--- config.mk ---
export PLATFORM = sky130hd
export DESIGN_NAME = wb_regfile
export DESIGN_NICKNAME = d
export VERILOG_FILES = /design/src/rtl/pipeline_pkg.sv /design/src/rtl/regfile_array.sv /design/src/rtl/wb_regfile.sv
export SDC_FILE = /design/constraint.sdc
export NUM_CORES = 2
export LEC_CHECK = 0
export CORE_MARGIN = 2
export CORE_UTILIZATION = 36
export CTS_BUF_LIST = sky130_fd_sc_hd__clkbuf_4
export DETAILED_ROUTE_END_ITERATION = 6
export GPL_TIMING_DRIVEN = 0
export PLACE_DENSITY = 0.57
export SYNTH_ARGS = -nofsm -noshare
export SYNTH_HDL_FRONTEND = slang
export SYNTH_HIERARCHICAL = 1
export SYNTH_SLANG_ARGS = --single-unit
--- constraint.sdc ---
create_clock -name clk -period 7.55 [get_ports clk]
set_input_delay 0.755 -clock clk [delete_from_list [all_inputs] [get_ports clk]]
set_output_delay 0.755 -clock clk [all_outputs]
set_load 0.01 [all_outputs]
--- src/rtl/pipeline_pkg.sv ---
// Shared pipeline encodings: writeback result-select values and the hard-wired zero register index.
package pipeline_pkg;

  typedef enum logic [1:0] {
    RES_ALU = 2'b00,
    RES_MEM = 2'b01,
    RES_PC4 = 2'b10,
    RES_RSV = 2'b11
  } result_src_e;

  localparam logic [4:0] REG_ZERO = 5'd0;

endpackage

--- src/rtl/regfile_array.sv ---
// Integer register storage: one write port, three combinational read ports, synchronous clear.
// Entry 0 is held at zero and every read of address 0 returns zero.
module regfile_array
  import pipeline_pkg::*;
#(
  parameter int DATA_WIDTH = 32,
  parameter int ADDR_WIDTH = 5,
  parameter int NUM_REGS   = 32
) (
  input  logic                  clk,
  input  logic                  clr,
  input  logic                  we,
  input  logic [ADDR_WIDTH-1:0] waddr,
  input  logic [DATA_WIDTH-1:0] wdata,
  input  logic [ADDR_WIDTH-1:0] raddr1,
  input  logic [ADDR_WIDTH-1:0] raddr2,
  input  logic [ADDR_WIDTH-1:0] raddr3,
  output logic [DATA_WIDTH-1:0] rdata1,
  output logic [DATA_WIDTH-1:0] rdata2,
  output logic [DATA_WIDTH-1:0] rdata3
);

  logic [DATA_WIDTH-1:0] regs_q [NUM_REGS];
  logic [DATA_WIDTH-1:0] regs_d [NUM_REGS];

  // Next array state: clear wins over the write, and x0 is never written.
  always_comb begin
    regs_d = regs_q;
    if (clr) begin
      for (int i = 0; i < NUM_REGS; i++) begin
        regs_d[i] = '0;
      end
    end else if (we && (waddr != REG_ZERO)) begin
      regs_d[waddr] = wdata;
    end else begin
      regs_d = regs_q;
    end
    regs_d[0] = '0;
  end

  // Array state register.
  always_ff @(posedge clk) begin
    regs_q <= regs_d;
  end

  // Committed-state reads with address 0 forced to zero.
  always_comb begin
    rdata1 = '0;
    rdata2 = '0;
    rdata3 = '0;
    if (raddr1 != REG_ZERO) begin
      rdata1 = regs_q[raddr1];
    end else begin
      rdata1 = '0;
    end
    if (raddr2 != REG_ZERO) begin
      rdata2 = regs_q[raddr2];
    end else begin
      rdata2 = '0;
    end
    if (raddr3 != REG_ZERO) begin
      rdata3 = regs_q[raddr3];
    end else begin
      rdata3 = '0;
    end
  end

endmodule

--- src/rtl/wb_regfile.sv ---
// RV32I writeback stage: result select, register-file commit with write-through bypass
// to the decode read ports, and the retired-instruction counter.
module wb_regfile
  import pipeline_pkg::*;
#(
  parameter int DATA_WIDTH = 32,
  parameter int ADDR_WIDTH = 5,
  parameter int NUM_REGS   = 32,
  parameter int CNT_WIDTH  = 64
) (
  input  logic                  clk,
  input  logic                  rst_n,
  input  logic [DATA_WIDTH-1:0] PCPlus4_w,
  input  logic [DATA_WIDTH-1:0] ALUResult_w,
  input  logic [DATA_WIDTH-1:0] ReadData_w,
  input  logic                  RegWrite_w,
  input  logic [1:0]            ResultSrc_w,
  input  logic [ADDR_WIDTH-1:0] Rd_w,
  input  logic                  valid_w,
  input  logic [ADDR_WIDTH-1:0] rs1_d,
  input  logic [ADDR_WIDTH-1:0] rs2_d,
  output logic [DATA_WIDTH-1:0] rd1_d,
  output logic [DATA_WIDTH-1:0] rd2_d,
  output logic [DATA_WIDTH-1:0] Result_w,
  output logic [CNT_WIDTH-1:0]  instret,
  input  logic [ADDR_WIDTH-1:0] dbg_addr,
  output logic [DATA_WIDTH-1:0] dbg_data
);

  logic [DATA_WIDTH-1:0] arr_rd1;
  logic [DATA_WIDTH-1:0] arr_rd2;
  logic [DATA_WIDTH-1:0] arr_dbg;
  logic [CNT_WIDTH-1:0]  instret_q;
  logic [CNT_WIDTH-1:0]  instret_d;

  // Writeback result select; the reserved encoding falls back to the ALU result.
  always_comb begin
    case (ResultSrc_w)
      RES_ALU: Result_w = ALUResult_w;
      RES_MEM: Result_w = ReadData_w;
      RES_PC4: Result_w = PCPlus4_w;
      default: Result_w = ALUResult_w;
    endcase
  end

  regfile_array #(
    .DATA_WIDTH(DATA_WIDTH),
    .ADDR_WIDTH(ADDR_WIDTH),
    .NUM_REGS  (NUM_REGS)
  ) u_array (
    .clk   (clk),
    .clr   (~rst_n),
    .we    (RegWrite_w),
    .waddr (Rd_w),
    .wdata (Result_w),
    .raddr1(rs1_d),
    .raddr2(rs2_d),
    .raddr3(dbg_addr),
    .rdata1(arr_rd1),
    .rdata2(arr_rd2),
    .rdata3(arr_dbg)
  );

  // Decode read ports with same-cycle bypass of the commit in flight; debug port sees the array only.
  always_comb begin
    rd1_d    = '0;
    rd2_d    = '0;
    dbg_data = '0;
    if (!rst_n) begin
      rd1_d    = '0;
      rd2_d    = '0;
      dbg_data = '0;
    end else begin
      if (RegWrite_w && (Rd_w == rs1_d) && (rs1_d != REG_ZERO)) begin
        rd1_d = Result_w;
      end else begin
        rd1_d = arr_rd1;
      end
      if (RegWrite_w && (Rd_w == rs2_d) && (rs2_d != REG_ZERO)) begin
        rd2_d = Result_w;
      end else begin
        rd2_d = arr_rd2;
      end
      dbg_data = arr_dbg;
    end
  end

  // Retired-instruction count; wraps silently at the top of its range.
  always_comb begin
    if (!rst_n) begin
      instret_d = '0;
    end else if (valid_w) begin
      instret_d = instret_q + CNT_WIDTH'(1);
    end else begin
      instret_d = instret_q;
    end
  end

  // Counter register.
  always_ff @(posedge clk) begin
    instret_q <= instret_d;
  end

  assign instret = instret_q;

endmodule
==> metrics.txt <==
status finished with violations; failing checks capacitance limit, slew limit; initial core utilization 36.2%; Synth top cells by count nand2_1, dfxtp_1, a21oi_1; Worst Path Required 6.80 ns; I/O pins 314; Setup TNS Final 0 ns; Synth area leaders dfxtp_1, mux4_2, nand2_1; Lkg Pwr 24.8 nW; Routed WL 400 mm; Syn Area/Cell 8.55 sq um; synthesized cell area 0.0630 sq mm; DRT Pass-1 Iters 6; Data arrival, critical path 5.75 ns; post-synthesis register bit count 1,056; Yosys top cell by area dfxtp_1; Die Height 422 microns; synth unique cells 55; reg-to-reg critical path endpoint instret[61]; post-DP HPWL 321 mm; worst vdd ir 0.173 mV; Clock Skew 0.0472 ns; final worst slack 1.04 ns; top cell type's share of synthesized area 33.6%; net count after synthesis 7,488; CTS tree yes; Layout Nets 8,184; first-pass GRT wire length 525 mm; Setup crit end rd1_d[13]; Num CTS Buffers 328; DRC viols 0; PD cells 185 mW/mm^2; asr flop ratio synth 0%; post-CTS sizing 0; hold path cells 6; Worst slew margin -12.3%; gr ovfl total 0; latest clock arrival within the worst-skew pair 1.37 ns; starting DRC count in detailed routing 9,795; share of cells above drive strength 1 18.2%; Critical Path Source rs1_d[3]; RSZ-0062 raised after global routing no; Setup WS pre-CTS 1.33 ns; Pins Over Slew Limit 32; DIE AREA 0.178 sq mm; Num Clock Sinks 1,056; CTS root buf clkbuf_4; Critical Path Start Type input port; Fmax achieved 154 MHz; Synth warnings 6; CORE AREA 0.174 sq mm; commonest register cell after synthesis dfxtp_1; Layout area overhead 17.1%; MaxCap Viol Count 4; CTS max path bufs 4; Crit Path Category input port to output pin; EDFF count, synth 0; largest net degree at the start of global routing 17; fin crit period 6.51 ns; number of global-route vias before repair 61,826; Tcrit/Tclk final 86.2%; clk slew on worst S/H paths 0.07 ns; worst r2r path cells 5; total track usage 43.0%; Setup crit end kind output pin; Final setup viols 0; count leader, synth nand2_1; Hold Crit Class input port to flop; post-layout util 42.4%; worst r2r src instret[0]; via count 67,220; Gate Count Post-Synth 7,363; chip width 422 microns; post-synthesis sequential area ratio 33.6%; Critical Path Fanout Max 10; H-tree depth 5; Final ANT Viol Nets 0; final hold vios 0; antenna violations before repair 32; Rows 153; Wirelength per Cell 37.7 microns; Vias per Instance 6.33; GPL Wtd Cong 1.11; number of port buffers 310; reg2reg setup slack 4.36 ns; worst slew pin tran 1.68 ns
[critical path, cell delays in order]
cell             delay, ns
clkdlybuf4s50_1       0.82
nand2b_1              0.18
clkbuf_1              0.72
nor2_1                0.51
clkbuf_1              0.53
a22oi_1               0.64
nand4_1               0.15
mux2i_1               0.78
nor2_1                0.10
clkdlybuf4s50_1       0.55
[where the power goes]
part	leakage, nW	internal, mW	switching (mW)	total, mW
logic	14.0	0.654	1.70	2.35
clock network	2.29	2.84	2.78	5.62
registers	8.51	5.60	0.0502	5.65
total	24.8	9.10	4.53	13.6
[cells in the final DEF, fill, tap and decap left out, drive strengths merged, types with 9 or more instances in the layout]
master and instances:
a21oi 1042, inv 16, or4 14, o22ai 96
nor2 246, a2111oi 32, mux2i 513, mux4 464
xnor2 16, o21ai 49, nor3 47, o31ai 10
clkdlybuf4s50 310, nand2 2106, xor2 25, nand4 83
nor4 17, nand3 120, and2 41, nand4b 12
clkinv 54, mux2 128, and3 9, or3 69
buf 360, a22oi 288, diode 32, nor2b 10
a221oi 64, dfxtp 1056, clkbuf 906
[flip-flops by register name, summed over array words and instances, names as in the netlist]
signal,flops
instret,64
u_array/regs_q,992
[worst min path at each step]
stage	startpoint	endpoint	slack, ns
2_1_floorplan	u_array/regs_q[290]	u_array/regs_q[290]	0.45
3_3_place_gp	u_array/regs_q[783]	u_array/regs_q[783]	0.46
3_5_place_dp	u_array/regs_q[775]	u_array/regs_q[775]	0.47
4_1_cts	ALUResult_w[1]	u_array/regs_q[961]	0.15
5_1_grt	ALUResult_w[1]	u_array/regs_q[961]	0.20
6_report	ALUResult_w[1]	u_array/regs_q[961]	0.27
[final cells by class]
cell class / count / area [sq um]
inverters: 12 / 45.0
fillers: 17818 / 100000
diodes: 32 / 80.1
clock inverters: 60 / 264
multi-input cells: 5551 / 38500
flip-flops and latches: 1056 / 21100
repair buffers: 366 / 3820
clock buffers: 468 / 3510
plain buffers: 744 / 3470
well taps: 2325 / 2910
[layer usage]
layer  vias to the layer above  GRT usage, %  share of wire, %
li1                      28009             -                 -
met1                     33112          52.8                37
met2                      4978          63.1                42
met3                      1107          14.1                12
met4                        14          31.0               8.1
met5                         -             0             0.025
[logic make-up (layout without fill, tap and decap cells)]
logic type | Yosys count | count (layout) | synth area share, %
multiplexers | 1105 | 1105 | 27.0
AO/OA/AOI/OAI | 1589 | 1589 | 14.6
other | 0 | 32 | 0
AND/OR/NAND/NOR | 2813 | 2813 | 18.6
buffers and inverters | 756 | 1650 | 5.57
adder cells (fa/ha/maj) | 3 | 3 | 0.0596
XOR/XNOR | 41 | 41 | 0.570
flip-flops | 1056 | 1056 | 33.6
[timing repair]
action                    in CTS  in global routing
setup buffers                  0                  0
hold endpoints to repair       4                  0
hold buffers                   1                  0
[stage by stage]
stage	cell area (sq um)	total power, mW	std cells	hold slack (ns)
final	73800	13.6	10614	0.275
after global placement	69000	7.91	9998	0.461
after floorplan	63000	6.76	7363	0.453
after CTS	73700	13.6	10582	0.150
after global routing	73700	14.0	10591	0.200
after detailed placement	69900	8.00	10053	0.475
No activity file was read; power rests on OpenSTA's default activity.
